[config.mk]
export PLATFORM = sky130hd
export DESIGN_NAME = m_axis_s2mm_pktgen
export DESIGN_NICKNAME = d
export VERILOG_FILES = /design/src/rtl/m_axis_s2mm_pktgen.sv
export SDC_FILE = /design/constraint.sdc
export NUM_CORES = 1
export LEC_CHECK = 0
export BUFFER_PORTS_ARGS = -buffer_cell sky130_fd_sc_hd__clkbuf_2
export CELL_PAD_IN_SITES_DETAIL_PLACEMENT = 2
export CELL_PAD_IN_SITES_GLOBAL_PLACEMENT = 2
export CORE_MARGIN = 2
export CORE_UTILIZATION = 32
export DETAILED_ROUTE_END_ITERATION = 6
export PLACE_DENSITY_LB_ADDON = 0.25
export SLEW_MARGIN = 20
export SYNTH_ARGS = -nofsm -noshare
export SYNTH_HDL_FRONTEND = slang
export SYNTH_SLANG_ARGS = --single-unit
export TNS_END_PERCENT = 30
[constraint.sdc]
create_clock -name M_AXIS_ACLK -period 3.19 [get_ports M_AXIS_ACLK]
set_input_delay 0.638 -clock M_AXIS_ACLK [delete_from_list [all_inputs] [get_ports M_AXIS_ACLK]]
set_output_delay 0.638 -clock M_AXIS_ACLK [all_outputs]
set_load 0.01 [all_outputs]
[src/rtl/m_axis_s2mm_pktgen.sv]
// m_axis_s2mm_pktgen
// Drains a first-word-fall-through sample FIFO onto an AXI4-Stream master
// (DMA S2MM side) in packets of run-time programmable length, TLAST on the
// final data beat, one beat per clock, fully registered output stage.
// Optional header beat before each packet: define M_AXIS_S2MM_HDR_EN.
module m_axis_s2mm_pktgen #(
    parameter int unsigned C_M_AXIS_TDATA_WIDTH = 32,
    parameter int unsigned C_M_START_COUNT      = 32,
    parameter int unsigned C_MAX_PKT_LEN        = 4096,
    parameter int unsigned C_PKT_CNT_WIDTH      = 16
) (
    input  logic                                M_AXIS_ACLK,
    input  logic                                M_AXIS_ARESETN,
    input  logic                                ENABLE,
    input  logic [$clog2(C_MAX_PKT_LEN+1):0]    PKT_LEN,
    input  logic [C_M_AXIS_TDATA_WIDTH-1:0]     FIFO_DATA,
    input  logic                                FIFO_EMPTY,
    output logic                                FIFO_RD_EN,
    output logic                                BUSY,
    output logic [C_PKT_CNT_WIDTH-1:0]          PKT_CNT,
    output logic                                M_AXIS_TVALID,
    output logic [C_M_AXIS_TDATA_WIDTH-1:0]     M_AXIS_TDATA,
    output logic [C_M_AXIS_TDATA_WIDTH/8-1:0]   M_AXIS_TSTRB,
    output logic                                M_AXIS_TLAST,
    input  logic                                M_AXIS_TREADY
);

    localparam int unsigned LEN_W  = $clog2(C_MAX_PKT_LEN + 1) + 1;
    localparam int unsigned WAIT_W = (C_M_START_COUNT > 1) ? $clog2(C_M_START_COUNT) : 1;
    localparam logic [WAIT_W-1:0] WAIT_LAST =
        (C_M_START_COUNT > 0) ? WAIT_W'(C_M_START_COUNT - 1) : '0;
    localparam logic [LEN_W-1:0] MAX_LEN = LEN_W'(C_MAX_PKT_LEN);

    typedef enum logic [1:0] {
        ST_WAIT,
        ST_ARM,
        ST_HDR,
        ST_SEND
    } state_t;

    state_t                              state_q, state_d;
    logic [WAIT_W-1:0]                   wait_cnt_q, wait_cnt_d;
    logic [LEN_W-1:0]                    len_q, len_d;
    logic [LEN_W-1:0]                    beat_q, beat_d;
    logic [C_PKT_CNT_WIDTH-1:0]          pkt_cnt_q, pkt_cnt_d;
    logic                                tvalid_q, tvalid_d;
    logic [C_M_AXIS_TDATA_WIDTH-1:0]     tdata_q, tdata_d;
    logic                                tlast_q, tlast_d;
    logic                                rd_en;
    logic                                accept;
    logic [LEN_W-1:0]                    len_new;
`ifdef M_AXIS_S2MM_HDR_EN
    logic [31:0]                         hdr_word;
`endif

    // State, counters and output register
    always_ff @(posedge M_AXIS_ACLK or negedge M_AXIS_ARESETN) begin
        if (!M_AXIS_ARESETN) begin
            state_q    <= ST_WAIT;
            wait_cnt_q <= '0;
            len_q      <= '0;
            beat_q     <= '0;
            pkt_cnt_q  <= '0;
            tvalid_q   <= 1'b0;
            tdata_q    <= '0;
            tlast_q    <= 1'b0;
        end else begin
            state_q    <= state_d;
            wait_cnt_q <= wait_cnt_d;
            len_q      <= len_d;
            beat_q     <= beat_d;
            pkt_cnt_q  <= pkt_cnt_d;
            tvalid_q   <= tvalid_d;
            tdata_q    <= tdata_d;
            tlast_q    <= tlast_d;
        end
    end

    // Next-state, FIFO pop and output-register load decisions
    always_comb begin
        state_d    = state_q;
        wait_cnt_d = wait_cnt_q;
        len_d      = len_q;
        beat_d     = beat_q;
        pkt_cnt_d  = pkt_cnt_q;
        tvalid_d   = tvalid_q;
        tdata_d    = tdata_q;
        tlast_d    = tlast_q;
        rd_en      = 1'b0;

        accept  = tvalid_q && M_AXIS_TREADY;
        len_new = (PKT_LEN > MAX_LEN) ? MAX_LEN : PKT_LEN;
`ifdef M_AXIS_S2MM_HDR_EN
        hdr_word = {16'(pkt_cnt_q), 16'(len_new)};
`endif

        // A consumed beat frees the register; a load below overrides this.
        if (accept) begin
            tvalid_d = 1'b0;
        end

        case (state_q)
            ST_WAIT: begin
                if (wait_cnt_q == WAIT_LAST) begin
                    state_d = ST_ARM;
                end else begin
                    wait_cnt_d = wait_cnt_q + WAIT_W'(1);
                end
            end
            ST_ARM: begin
                if (ENABLE && (PKT_LEN != '0)) begin
                    len_d  = len_new;
                    beat_d = '0;
`ifdef M_AXIS_S2MM_HDR_EN
                    // Header goes straight into the (idle) output register.
                    tvalid_d = 1'b1;
                    tdata_d  = C_M_AXIS_TDATA_WIDTH'(hdr_word);
                    tlast_d  = 1'b0;
                    state_d  = ST_HDR;
`else
                    state_d  = ST_SEND;
`endif
                end
            end
            ST_HDR: begin
                if (accept) begin
                    state_d = ST_SEND;
                end
            end
            ST_SEND: begin
                rd_en = !FIFO_EMPTY && (beat_q < len_q) && (!tvalid_q || M_AXIS_TREADY);
                if (rd_en) begin
                    tvalid_d = 1'b1;
                    tdata_d  = FIFO_DATA;
                    tlast_d  = (beat_q == len_q - LEN_W'(1));
                    beat_d   = beat_q + LEN_W'(1);
                end
                if (accept && tlast_q) begin
                    state_d   = ST_ARM;
                    pkt_cnt_d = pkt_cnt_q + C_PKT_CNT_WIDTH'(1);
                end
            end
            default: begin
                state_d = ST_WAIT;
            end
        endcase
    end

    assign FIFO_RD_EN    = rd_en;
    assign BUSY          = (state_q == ST_SEND) || (state_q == ST_HDR);
    assign PKT_CNT       = pkt_cnt_q;
    assign M_AXIS_TVALID = tvalid_q;
    assign M_AXIS_TDATA  = tdata_q;
    assign M_AXIS_TSTRB  = '1;
    assign M_AXIS_TLAST  = tlast_q;

endmodule
==> impl_metrics.py <==
metrics = {
    "status": {
        "status": "complete, no violations",
    },
    "logic_synthesis": {
        "synth_top_area_share": 0.4607,
        "yosys-top-cells-count": "nand2_1 (143), dfrtp_1 (85), o21ai_0 (30)",
        "post-synth-top-count-cell": "nand2_1",
        "synth_cells": 514,
        "seq_area_frac_synth": 0.4607,
        "synth.distinct_cells": 55,
        "syn_area_um2": 4617,
        "syn_area_per_cell_um2": 8.982,
        "ys_ff_latch": 85,
        "synth_edf_count": 0,
        "async_flop_share": 1.000,
        "synth_flop_cell": "dfrtp_1",
        "synth_top_area_cell": "dfrtp_1",
        "yosysWarnings": 0,
        "synth_area_leaders": "dfrtp_1 (46%), nand2_1 (12%), ha_1 (6.2%)",
    },
    "floorplan": {
        "ios": 107,
        "initial_core_util": 0.3301,
        "die_w_um": 124.1,
        "die_area_um2": 15400,
        "coreArea_um2": 13990,
        "std_cell_rows": 43,
        "die_h_um": 124.1,
    },
    "finish": {
        "final_area_um2": 5587,
        "diodes": 0,
        "nFillCells": 1567,
        "drive_gt1_frac": 0.2242,
        "syn_to_final_growth_pct": 21.00,
        "layout.nets": 689,
    },
    "critical_path": {
        "setup.worst_path.end": "FIFO_RD_EN",
        "path_class": "reg -> out",
        "crit_slowest_cell": "dfrtp_1",
        "critPathTopFamily": "compound AO/OA/AOI/OAI gates",
        "cp_max_fo": 9,
        "worstSetupPathDepth": 8,
        "cp_data_required_time_ns": 2.55,
        "crit_arrival_ns": 2.33,
        "reg2regPathDepth": 8,
        "cp_cell_sequence": "inv_1 > ha_1 > a21oi_1 > o21ai_1 > a211oi_4 > nand2_1 > clkinv_1 > clkbuf_2",
        "r2r_slack_ns": 0.27,
        "slowest_delay_ns": 0.51,
        "end_kind": "output pin",
        "worst-path-buf-inv": 3,
        "cp-startpoint": "len_q[7]$_DFFE_PN0P_",
        "start_kind": "flip-flop",
        "rr_endpoint": "beat_q[13]$_DFFE_PN0P_",
        "rr_startpoint": "len_q[7]$_DFFE_PN0P_",
    },
    "routing": {
        "viasPerCell": 5.165,
        "wirelength_um": 14500,
        "via_count": 4132,
        "routedWlPerCell_um": 18.12,
        "ant_nets": 0,
        "drc": 0,
        "firstDrtPassIters": 4,
        "drt_iter0_markers": 123,
    },
    "pwr": {
        "p_per_area_nw_per_um2": 831.4,
        "power_leakage_nw": 2.817,
        "combPwrFrac": 0.433,
        "power.share.clock": 0.215,
        "power_frac_seq": 0.352,
        "power.total_mw": 4.645,
        "power.internal_mw": 2.658,
        "peakVddDrop_mv": 0.2726,
        "p_switching_mw": 1.987,
        "swShare": 0.4278,
    },
    "place": {
        "dpl_cell_area_um2": 5318,
        "numPortBuffers": 102,
        "hpwl_um": 11000,
        "gp_congestion": 0.8133,
    },
    "timing": {
        "setup_tns_ns": 0,
        "fin_worst_skew_ns": 0.009819,
        "drv_slew": 0,
        "rsz0062_at_grt": "no",
        "fmax_mhz": 336.7,
        "relSlewSlack": 0.2730,
        "tightestPinTransition_ns": 1.086,
        "hold_viol_final": 0,
        "finalCritPeriodShare": 0.9310,
        "final-setup-viol-count": 0,
        "period_needed_ns": 2.970,
    },
    "job": {
        "maxCapViolCount": 0,
    },
    "cts": {
        "cts_tree": "built",
        "clk_pin_slew_ns": 0.06,
        "worstSkewPairLatency_ns": 0.35,
        "cts.sinks": 85,
        "htree_levels": 3,
        "numCtsBuffers": 9,
        "cts_root_buf": "clkbuf_16",
        "clock_path_buffers": 2,
        "postCtsSetupRepairBufs": 0,
    },
    "global_route": {
        "track_usage": 0.1999,
        "antenna_found_initial": 0,
        "grt_pass1_wl_um": 23510,
        "grt_max_degree": 49,
        "first_global_vias": 4573,
        "grt_overflow": 0,
    },
    "hold_path": {
        "hold_path.class": "in -> async",
    },
}
-- repair_timing --
item / CTS / global route
hold buffers: 0 / 0
resized for setup: 0 / 1
endpoints found under the setup margin: 0 / 1
-- layer usage --
layer,vias up,wire [um],global-route usage
met2,60,7629,0.3583
met1,2100,6275,0.2430
met5,-,0,0
met4,0,230,0.06952
li1,1954,-,-
met3,18,361,0.03022
-- worst min-delay path by stage --
stage | to | slack [ns] | depth (start not counted)
floorplan | M_AXIS_TDATA[0]$_DFFE_PN0P_ | 0.34 | 0
global placement | wait_cnt_q[3]$_DFFE_PN0P_ | 0.45 | 1
detailed placement | M_AXIS_TDATA[14]$_DFFE_PN0P_ | 0.47 | 2
CTS | len_q[10]$_DFFE_PN0P_ | 0.29 | 1
global route | len_q[12]$_DFFE_PN0P_ | 0.31 | 1
finish | len_q[12]$_DFFE_PN0P_ | 0.27 | 1
-- logic make-up (layout without fill, tap and decap cells) --
family / Yosys count / count (layout) / synth area share
AOI/OAI and AO/OA: 82 / 82 / 0.1176
xor gates and xnor gates: 32 / 32 / 0.06070
adders and majority gates: 23 / 23 / 0.06233
buffers and inverters: 48 / 151 / 0.04661
DFF: 85 / 85 / 0.4607
muxes: 6 / 6 / 0.01409
other: 1 / 4 / 0.0008122
and+or+nand+nor: 237 / 237 / 0.2371
-- sequential cells by signal, indices dropped and copies added (netlist names) --
register / cells
M_AXIS_TDATA: 32
M_AXIS_TLAST: 1
M_AXIS_TVALID: 1
PKT_CNT: 16
beat_q: 14
len_q: 14
state_q: 2
wait_cnt_q: 5
-- worst register-to-register path, cell delays in order (launching register included) --
cell and delay, ns:
dfrtp_1 0.51, inv_1 0.09, ha_1 0.32, a21oi_1 0.14, o21ai_1 0.13, a211oi_4 0.43
o211ai_1 0.53, or4_1 0.65, nand3_1 0.08
-- power groups by stage --
stage | registers (mW) | logic [mW] | clock network, mW
6_report | 1.64 | 2.01 | 0.999
5_1_grt | 1.69 | 2.26 | 1.08
4_1_cts | 1.64 | 2.04 | 1.03
3_5_place_dp | 1.66 | 2.02 | 0
3_3_place_gp | 1.63 | 1.90 | 0
2_1_floorplan | 1.67 | 1.24 | 0
-- stage by stage --
step / setup WS [ns] / hold slack, ns / util / instances
3_5_place_dp: 0.2886 / 0.4658 / 0.3801 / 784
3_3_place_gp: 0.3843 / 0.4535 / 0.3801 / 784
6_report: 0.2200 / 0.2720 / 0.3994 / 800
2_1_floorplan: 0.4833 / 0.3424 / - / 517
4_1_cts: 0.1311 / 0.2872 / 0.3993 / 800
5_1_grt: 0.03960 / 0.3103 / 0.3994 / 800
-- cell usage in the layout (no fill, tap or decap), types with 8 or more instances in the layout --
| master | instances |
|---|---|
| xor2_1 | 10 |
| and3_1 | 9 |
| nor3_1 | 10 |
| inv_1 | 24 |
| clkbuf_16 | 9 |
| dfrtp_1 | 84 |
| nand4_1 | 10 |
| o211ai_1 | 10 |
| clkbuf_2 | 101 |
| a21oi_1 | 10 |
| nor2_1 | 11 |
| nand2_1 | 143 |
| o21ai_0 | 30 |
| xnor2_1 | 22 |
| buf_4 | 8 |
| nand3_1 | 20 |
| ha_1 | 23 |
-- cell type report --
class	count	area, um^2	share of cell area
well taps	180	225.2	0.04031
multi-input cells	384	2286	0.4092
inverters	25	93.84	0.01680
repair buffers	110	585.6	0.1048
clock buffers	11	232.7	0.04166
clock inverters	5	35.03	0.006271
flip-flops and latches	85	2128	0.3810
No activity file was read; power rests on OpenSTA's default activity.
